[src/rtl/int_vect_ctrl.sv]
// Vectored interrupt controller: arbitrates level requests, presents one vector to the core,
// pulses an ack back to the serviced source. Optional macro INT_VECT_CTRL_ROUND_ROBIN_EN.
module int_vect_ctrl #(
    parameter int NUM_INT     = 8,
    parameter int VECT_W      = 3,
    parameter int CLR_TIMEOUT = 15
) (
    input  logic               clk_i,
    input  logic               rst_i,
    input  logic [NUM_INT-1:0] int_i,
    input  logic [NUM_INT-1:0] en_i,
    input  logic               gie_i,
    output logic [NUM_INT-1:0] int_ack_o,
    output logic               cpu_int_o,
    output logic [VECT_W-1:0]  cpu_vect_o,
    input  logic               cpu_ack_i
);

    typedef enum logic [1:0] {
        S_IDLE  = 2'd0,
        S_REQ   = 2'd1,
        S_ACK   = 2'd2,
        S_CLEAR = 2'd3
    } state_t;

    localparam logic [7:0]         CLR_TO_C = 8'(CLR_TIMEOUT);
    localparam logic [NUM_INT-1:0] ONE_C    = {{(NUM_INT-1){1'b0}}, 1'b1};
    localparam logic [VECT_W:0]    NUM_C    = (VECT_W+1)'(NUM_INT);

    state_t               state_q, state_d;
    logic [VECT_W-1:0]    vect_q, vect_d;
    logic                 cpu_int_q, cpu_int_d;
    logic [NUM_INT-1:0]   int_ack_q, int_ack_d;
    logic [7:0]           cnt_q, cnt_d;
    logic                 hold_q, hold_d;
    logic [NUM_INT-1:0]   pend_s;
    logic [VECT_W-1:0]    sel_s;
    logic                 withdraw_s;

    function automatic logic [VECT_W-1:0] pick_fixed(input logic [NUM_INT-1:0] req);
        logic [VECT_W-1:0] idx;
        idx = '0;
        for (int i = NUM_INT - 1; i >= 0; i--) begin
            if (req[i]) begin
                idx = VECT_W'(i);
            end else begin
                idx = idx;
            end
        end
        return idx;
    endfunction

`ifdef INT_VECT_CTRL_ROUND_ROBIN_EN
    logic [VECT_W-1:0] ptr_q, ptr_d;

    // Rotate so the start index lands on bit 0, find lowest, then rotate the index back.
    function automatic logic [VECT_W-1:0] pick_rr(input logic [NUM_INT-1:0] req,
                                                  input logic [VECT_W-1:0] start);
        logic [NUM_INT-1:0] rot;
        logic [VECT_W-1:0]  off;
        logic [VECT_W:0]    sum;
        logic [VECT_W-1:0]  idx;
        rot = NUM_INT'({req, req} >> start);
        off = pick_fixed(rot);
        sum = {1'b0, off} + {1'b0, start};
        if (sum >= NUM_C) begin
            idx = VECT_W'(sum - NUM_C);
        end else begin
            idx = sum[VECT_W-1:0];
        end
        return idx;
    endfunction

    function automatic logic [VECT_W-1:0] next_idx(input logic [VECT_W-1:0] v);
        logic [VECT_W:0]   sum;
        logic [VECT_W-1:0] idx;
        sum = {1'b0, v} + {{VECT_W{1'b0}}, 1'b1};
        if (sum >= NUM_C) begin
            idx = '0;
        end else begin
            idx = sum[VECT_W-1:0];
        end
        return idx;
    endfunction

    assign sel_s = pick_rr(pend_s, ptr_q);
`else
    assign sel_s = pick_fixed(pend_s);
`endif

    assign pend_s     = int_i & en_i;
    assign withdraw_s = ~gie_i | ~int_i[vect_q] | ~en_i[vect_q];

    // State, bookkeeping and registered outputs.
    always_ff @(posedge clk_i or negedge rst_i) begin
        if (!rst_i) begin
            state_q   <= S_IDLE;
            vect_q    <= '0;
            cpu_int_q <= 1'b0;
            int_ack_q <= '0;
            cnt_q     <= 8'd0;
            hold_q    <= 1'b0;
`ifdef INT_VECT_CTRL_ROUND_ROBIN_EN
            ptr_q     <= '0;
`endif
        end else begin
            state_q   <= state_d;
            vect_q    <= vect_d;
            cpu_int_q <= cpu_int_d;
            int_ack_q <= int_ack_d;
            cnt_q     <= cnt_d;
            hold_q    <= hold_d;
`ifdef INT_VECT_CTRL_ROUND_ROBIN_EN
            ptr_q     <= ptr_d;
`endif
        end
    end

    // Next-state logic; hold_q blocks one IDLE cycle after a withdrawal so the
    // request line stays low for at least two cycles.
    always_comb begin
        state_d = state_q;
        cnt_d   = cnt_q;
        hold_d  = hold_q;
`ifdef INT_VECT_CTRL_ROUND_ROBIN_EN
        ptr_d   = ptr_q;
`endif
        case (state_q)
            S_IDLE: begin
                hold_d = 1'b0;
                if (gie_i && (|pend_s) && !hold_q) begin
                    state_d = S_REQ;
                end else begin
                    state_d = S_IDLE;
                end
            end
            S_REQ: begin
                if (cpu_ack_i) begin
                    state_d = S_ACK;
                end else if (withdraw_s) begin
                    state_d = S_IDLE;
                    hold_d  = 1'b1;
                end else begin
                    state_d = S_REQ;
                end
            end
            S_ACK: begin
                cnt_d   = 8'd0;
                state_d = S_CLEAR;
`ifdef INT_VECT_CTRL_ROUND_ROBIN_EN
                ptr_d   = next_idx(vect_q);
`endif
            end
            S_CLEAR: begin
                if (!int_i[vect_q]) begin
                    state_d = S_IDLE;
                end else begin
                    cnt_d = cnt_q + 8'd1;
                    if (cnt_d == CLR_TO_C) begin
                        state_d = S_IDLE;
                    end else begin
                        state_d = S_CLEAR;
                    end
                end
            end
            default: begin
                state_d = S_IDLE;
            end
        endcase
    end

    // Output next values derived from the upcoming state.
    always_comb begin
        cpu_int_d = (state_d == S_REQ);
        if (state_d == S_ACK) begin
            int_ack_d = ONE_C << vect_q;
        end else begin
            int_ack_d = '0;
        end
        if ((state_q == S_IDLE) && (state_d == S_REQ)) begin
            vect_d = sel_s;
        end else begin
            vect_d = vect_q;
        end
    end

    assign int_ack_o  = int_ack_q;
    assign cpu_int_o  = cpu_int_q;
    assign cpu_vect_o = vect_q;

endmodule

[config.mk]
export PLATFORM = sky130hd
export DESIGN_NAME = int_vect_ctrl
export DESIGN_NICKNAME = d
export VERILOG_FILES = /design/src/rtl/int_vect_ctrl.sv
export SDC_FILE = /design/constraint.sdc
export NUM_CORES = 1
export LEC_CHECK = 0
export BUFFER_PORTS_ARGS = -buffer_cell sky130_fd_sc_hd__buf_4
export CAP_MARGIN = 5
export CELL_PAD_IN_SITES_DETAIL_PLACEMENT = 0
export CELL_PAD_IN_SITES_GLOBAL_PLACEMENT = 1
export CORE_MARGIN = 2
export CORE_UTILIZATION = 39
export DETAILED_ROUTE_END_ITERATION = 12
export PLACE_DENSITY = 0.85
export RECOVER_POWER = 25
export SLEW_MARGIN = 5
export SYNTH_ARGS = -nofsm -noshare
export SYNTH_HDL_FRONTEND = slang
export SYNTH_SLANG_ARGS = --single-unit
[constraint.sdc]
create_clock -name clk_i -period 2.15 [get_ports clk_i]
set_input_delay 0.3225 -clock clk_i [delete_from_list [all_inputs] [get_ports clk_i]]
set_output_delay 0.3225 -clock clk_i [all_outputs]
set_load 0.01 [all_outputs]
### After elaboration in Yosys (flattened, before gate mapping)

Cells that the tools add are included.

| storage, ports and cells | value |
|---|---|
| flip-flop bits (word level) | 23 |
| input bits | 20 |
| output and inout port bits | 12 |
| logic and storage cells | 58 |

| operators by class | value |
|---|---|
| $add $sub $neg | 1 |
| order comparisons | 1 |
| equal/unequal tests | 9 |
| shift operators | 1 |
| multiplexer cells | 24 |
| bitwise gates (word level) | 6 |
| reductions and logical operators | 10 |

Operators with widths:

| operator | count |
|---|---|
| 2-to-1 mux 3 bit | 8 |
| 2-to-1 mux 8 bit | 2 |
| one-hot mux 8 bit (2 select lines) | 1 |
| adder 8 x 1 -> 8 bit (second input constant) | 1 |
| bitwise AND 8 bit | 1 |
| equality test 8 x 4 -> 1 bit (second input constant) | 1 |
| one-hot mux 2 bit (4 select lines) | 1 |
| OR reduction 8 bit | 1 |
| << shifter 1 x 3 -> 8 bit (first input constant) | 1 |
| binary-select mux 1 bit (select 3 bit) | 2 |
| equality test 2 bit (second input constant) | 3 |
| 2-to-1 mux 1 bit | 6 |
| 2-to-1 mux 2 bit | 3 |
| != test 2 bit (second input constant) | 3 |
| equality test 2 x 1 -> 1 bit (second input constant) | 2 |
| less-than comparator 3 x 4 -> 1 bit (second input constant) | 1 |
| nonzero test 2 bit | 2 |
| logical AND 1 bit | 3 |
| NOT 1 bit | 3 |
| AND reduction 3 bit | 1 |
| zero test 2 bit | 1 |
| bitwise OR 1 bit | 2 |
| one-hot mux 1 bit (2 select lines) | 1 |
| AND reduction 2 bit | 1 |
| zero test 1 bit | 1 |

### Depth between registers and ports, before layout

| logic depth | value |
|---|---|
| depth in word-level cells | 10 |
| gate-level depth with buffers | 6 |
| mapped depth without buffers | 6 |

### Worst setup path after synthesis

No wires, ideal clock.

| path | value |
|---|---|
| path kind | register to register |
| from | reg vect_q[1], in the netlist cpu_vect_o[1] |
| to | reg cnt_q[7] |
| setup time | 0.133 ns |
| data arrival time | 1.719 ns |
| required time | 2.017 ns |
| setup slack | 0.298 ns |
| stages on the path, launching flop included | 6 |
| buffers on the path | 0 |
| period minus slack after synthesis | 1.852 ns |
| cell sequence | dfrtp_1 > mux4_2 > mux2_4 > nand4_1 > mux2i_1 > o21ai_1 |

| on the way | value |
|---|---|
| longest elaborated chain between the ends | 4 |

RTL lines:

| item | RTL line | RTL |
|---|---|---|
| start, declared | 31 | `logic [VECT_W-1:0] vect_q, vect_d;` |
| start signal, assigned | 108 | `vect_q <= vect_d;` |
| binary-select mux 1 bit (select 3 bit) | 155 | `if (!int_i[vect_q]) begin` |
| 2-to-1 mux 1 bit (not written as such) | 155 |  |
| != test 2 bit (no source line) | -- |  |
| AND reduction 2 bit (no source line) | -- |  |
| end signal, assigned | 111 | `cnt_q <= cnt_d;` |
| end, declared | 34 | `logic [7:0] cnt_q, cnt_d;` |

No other way between the ends. The select of a mux whose other input is x is not followed.
A chain may end at the register's enable or synchronous reset.

### Final worst setup path

Same ends and word-level chain as after synthesis.

==> results.md <==
- Setup Skew: 0.00969 ns
- H-tree Lvls: 1
- Non-Filler Instances: 221
- Max-slew violations: 0
- Crit share post-route: 0.927
- Vias in the first global route: 1272
- Hold Fails Final Rpt: 0
- Cells after DPL: 216
- FP Rows: 21
- Mean area per synthesized cell: 9.43 µm²
- R2r worst-path depth: 5
- Global-route wire length before repair: 5680 µm
- FMAX: 0.502 GHz
- Delay-heaviest family, CP: multiplexers
- Tmin final: 1.99 ns
- Via density per instance: 5.49
- Worst setup EP type: flip-flop
- Post-route ant nets: 0
- WL per Instance: 14.7 µm
- Critical Path AT: 2.19 ns
- Register area share after synthesis: 0.433
- Placed instance area: 1620 µm²
- RSZ-0062 raised after global routing: false
- Hold Crit Class: in2reg
- Final setup fails: 0
- VDD IR max: 0.440 mV
- Syn. warnings: 0
- Die ar.: 3890 µm²
- Clk buf depth: 2
- FFs w/ async S/R, synth: 1.00
- Setup Buffers After CTS: 0
- Antenna cells: 0
- Critical Path Start Type: flip-flop
- Setup crit end: cnt_q[7]
- RePlAce Congestion: 0.798
- Core area: 3310 µm²
- Worst Path Buf+Inv: 0
- Later-pin clock latency in the skew report: 0.30 ns
- WP depth: 5
- Max-Slew Margin vs Limit: 0.156
- R2R Setup Slk: 0.16 ns
- Clock Sinks: 23
- Initial Util: 0.402
- Critical Path Max Stage Delay: 0.60 ns
- CP max-delay cell: mux4_2
- Die Span Y: 62.4 µm
- #FFs+latches synth: 23
- Least-Margin Pin Slew: 1.27 ns
- Status: finished, final reports clean
- Post-Route Setup TNS: 0 ns
- Synth Flop Type: dfrtp_1
- CP cell instances: mux4_2 > mux2_4 > nand4_1 > mux2i_1 > o21ai_1
- Yosys cell types: 40
- Post-synth EDFFs: 0
- Share of cells above drive strength 1: 0.251
- CTS buffer count: 3
- Cell Area, Synth: 1330 µm²
- Clk slew on worst S/H paths: 0.13 ns
- R2R Path End: cnt_q[7]
- Remaining DRCs: 0
- Leakage Power: 0.769 nW
- Number of buffer cells added on primary ports: 31
- Nets: 198
- Initial antenna violation count: 0
- PwrDens: 1110 nW/µm²
- Worst Setup Path Type: reg2reg
- Via count: 1213
- Worst Path Required: 2.34 ns
- Largest net degree at the start of global routing: 24
- I/O Pins: 32
- Synth Instances: 141
- Filler cells: 325
- Die width: 62.4 µm
- Root Driver: clkbuf_4
- Critical Path Fanout Max: 8
- Design area: 1650 µm²
- First drt pass iteration count: 4
- CTS tree: yes
- FF-to-FF Start: cpu_vect_o[1]
- Max-cap violations: 0
- Starting DRT DRC Count: 40
- Synthesized net count: 163
- Total Routed Length: 3250 µm
- GRT Util Overall: 0.181
- GRT overflow: 0
- Hpwl dp: 2500 µm
- Setup crit start: cpu_vect_o[1]
- P&R area growth vs syn: 23.9%
[stage by stage]
stage | total power [mW] | hold WS [ns] | util | setup WS [ns]
detailed placement | 1.64 | 0.236 | 0.488 | 0.169
CTS | 1.84 | 0.293 | 0.499 | 0.152
global placement | 1.60 | 0.230 | 0.488 | 0.244
finish | 1.84 | 0.297 | 0.498 | 0.158
floorplan | 1.35 | 0.0269 | - | 0.298
global route | 1.99 | 0.311 | 0.498 | 0.0425
[Yosys cell counts (2+ instances only)]
master | count | area share
nand3_1 | 7 | 0.026
inv_1 | 7 | 0.020
a31oi_1 | 3 | 0.014
mux4_2 | 2 | 0.034
nor3_1 | 4 | 0.015
nand4_1 | 5 | 0.024
and3_1 | 3 | 0.014
dfrtp_1 | 23 | 0.43
nand2_1 | 18 | 0.051
o21ai_1 | 6 | 0.023
clkbuf_1 | 3 | 0.0085
o21ai_0 | 3 | 0.011
nor4_1 | 2 | 0.0094
ha_1 | 2 | 0.019
a21oi_1 | 5 | 0.019
a22o_1 | 5 | 0.033
a22oi_1 | 5 | 0.028
mux2i_1 | 3 | 0.023
a2111oi_0 | 2 | 0.013
nor2_1 | 11 | 0.031
and2_1 | 2 | 0.0094
and2b_4 | 2 | 0.015
[cell type report]
class                           count  area [µm²]  share of cell area
Multi-Input combinational cell    106         701               0.425
Sequential cell                    23         576               0.349
Timing Repair Buffer               35         262               0.159
Tap cell                           46        57.6              0.0349
Clock buffer                        4        26.3              0.0159
Inverter                            7        26.3              0.0159
[registers in the layout (all words and copies together) (netlist names)]
| signal | count |
|---|---|
| int_ack_o | 8 |
| state_q | 2 |
| cpu_int_o | 1 |
| cpu_vect_o | 3 |
| cnt_q | 8 |
| hold_q | 1 |
[repair_timing]
| item | CTS | global route |
|---|---|---|
| gates resized for setup | 0 | 0 |
| endpoints found under the hold margin | 23 | 0 |
| hold buffers | 1 | 0 |
[worst min-delay path: stages]
cell     delay (ns)
buf_4          0.11
nand3_1        0.07
o21ai_0        0.07
[power by group]
group | switching (mW) | internal [mW]
combinational | 0.474 | 0.414
clock | 0.124 | 0.0722
sequential | 0.196 | 0.557
total | 0.794 | 1.04
[cells in the final DEF (no fill, tap or decap), drive strengths merged, types with 5 or more instances in the layout]
cell type	Yosys	final
clkbuf	3	5
nand2	19	19
a22oi	5	5
nor2	11	11
a21oi	6	6
dfrtp	23	23
nand3	7	7
buf	2	33
o21ai	9	9
inv	7	7
a22o	5	5
nand4	5	5
[logic make-up (layout without fill, tap and decap cells)]
kind of cell               Yosys count  count (layout)  share of synthesized area
DFF                                 23              23                      0.433
AOI/OAI and AO/OA                   37              37                      0.193
and+or+nand+nor                     59              59                      0.224
muxes                                7               7                     0.0847
buffers and inverters               12              46                     0.0405
xor gates and xnor gates             1               1                    0.00659
adders and majority gates            2               2                     0.0188
[layer usage]
metal,GRT usage,share of wire,vias up
met5,0,0,-
met3,0.0162,0.043,4
met2,0.338,0.51,43
met4,0.0583,0.011,0
met1,0.221,0.43,574
li1,-,-,592
[how the worst min path moves through the flow]
stage,from,end,slack (ns),depth (start not counted)
2_1_floorplan,rst_i,cnt_q[0],0.03,0
3_3_place_gp,rst_i,int_ack_o[5],0.23,1
3_5_place_dp,rst_i,int_ack_o[5],0.24,1
4_1_cts,cpu_ack_i,state_q[1],0.29,3
5_1_grt,cpu_ack_i,state_q[1],0.31,3
6_report,cpu_ack_i,state_q[1],0.30,3
No activity file was read; power rests on OpenSTA's default activity.
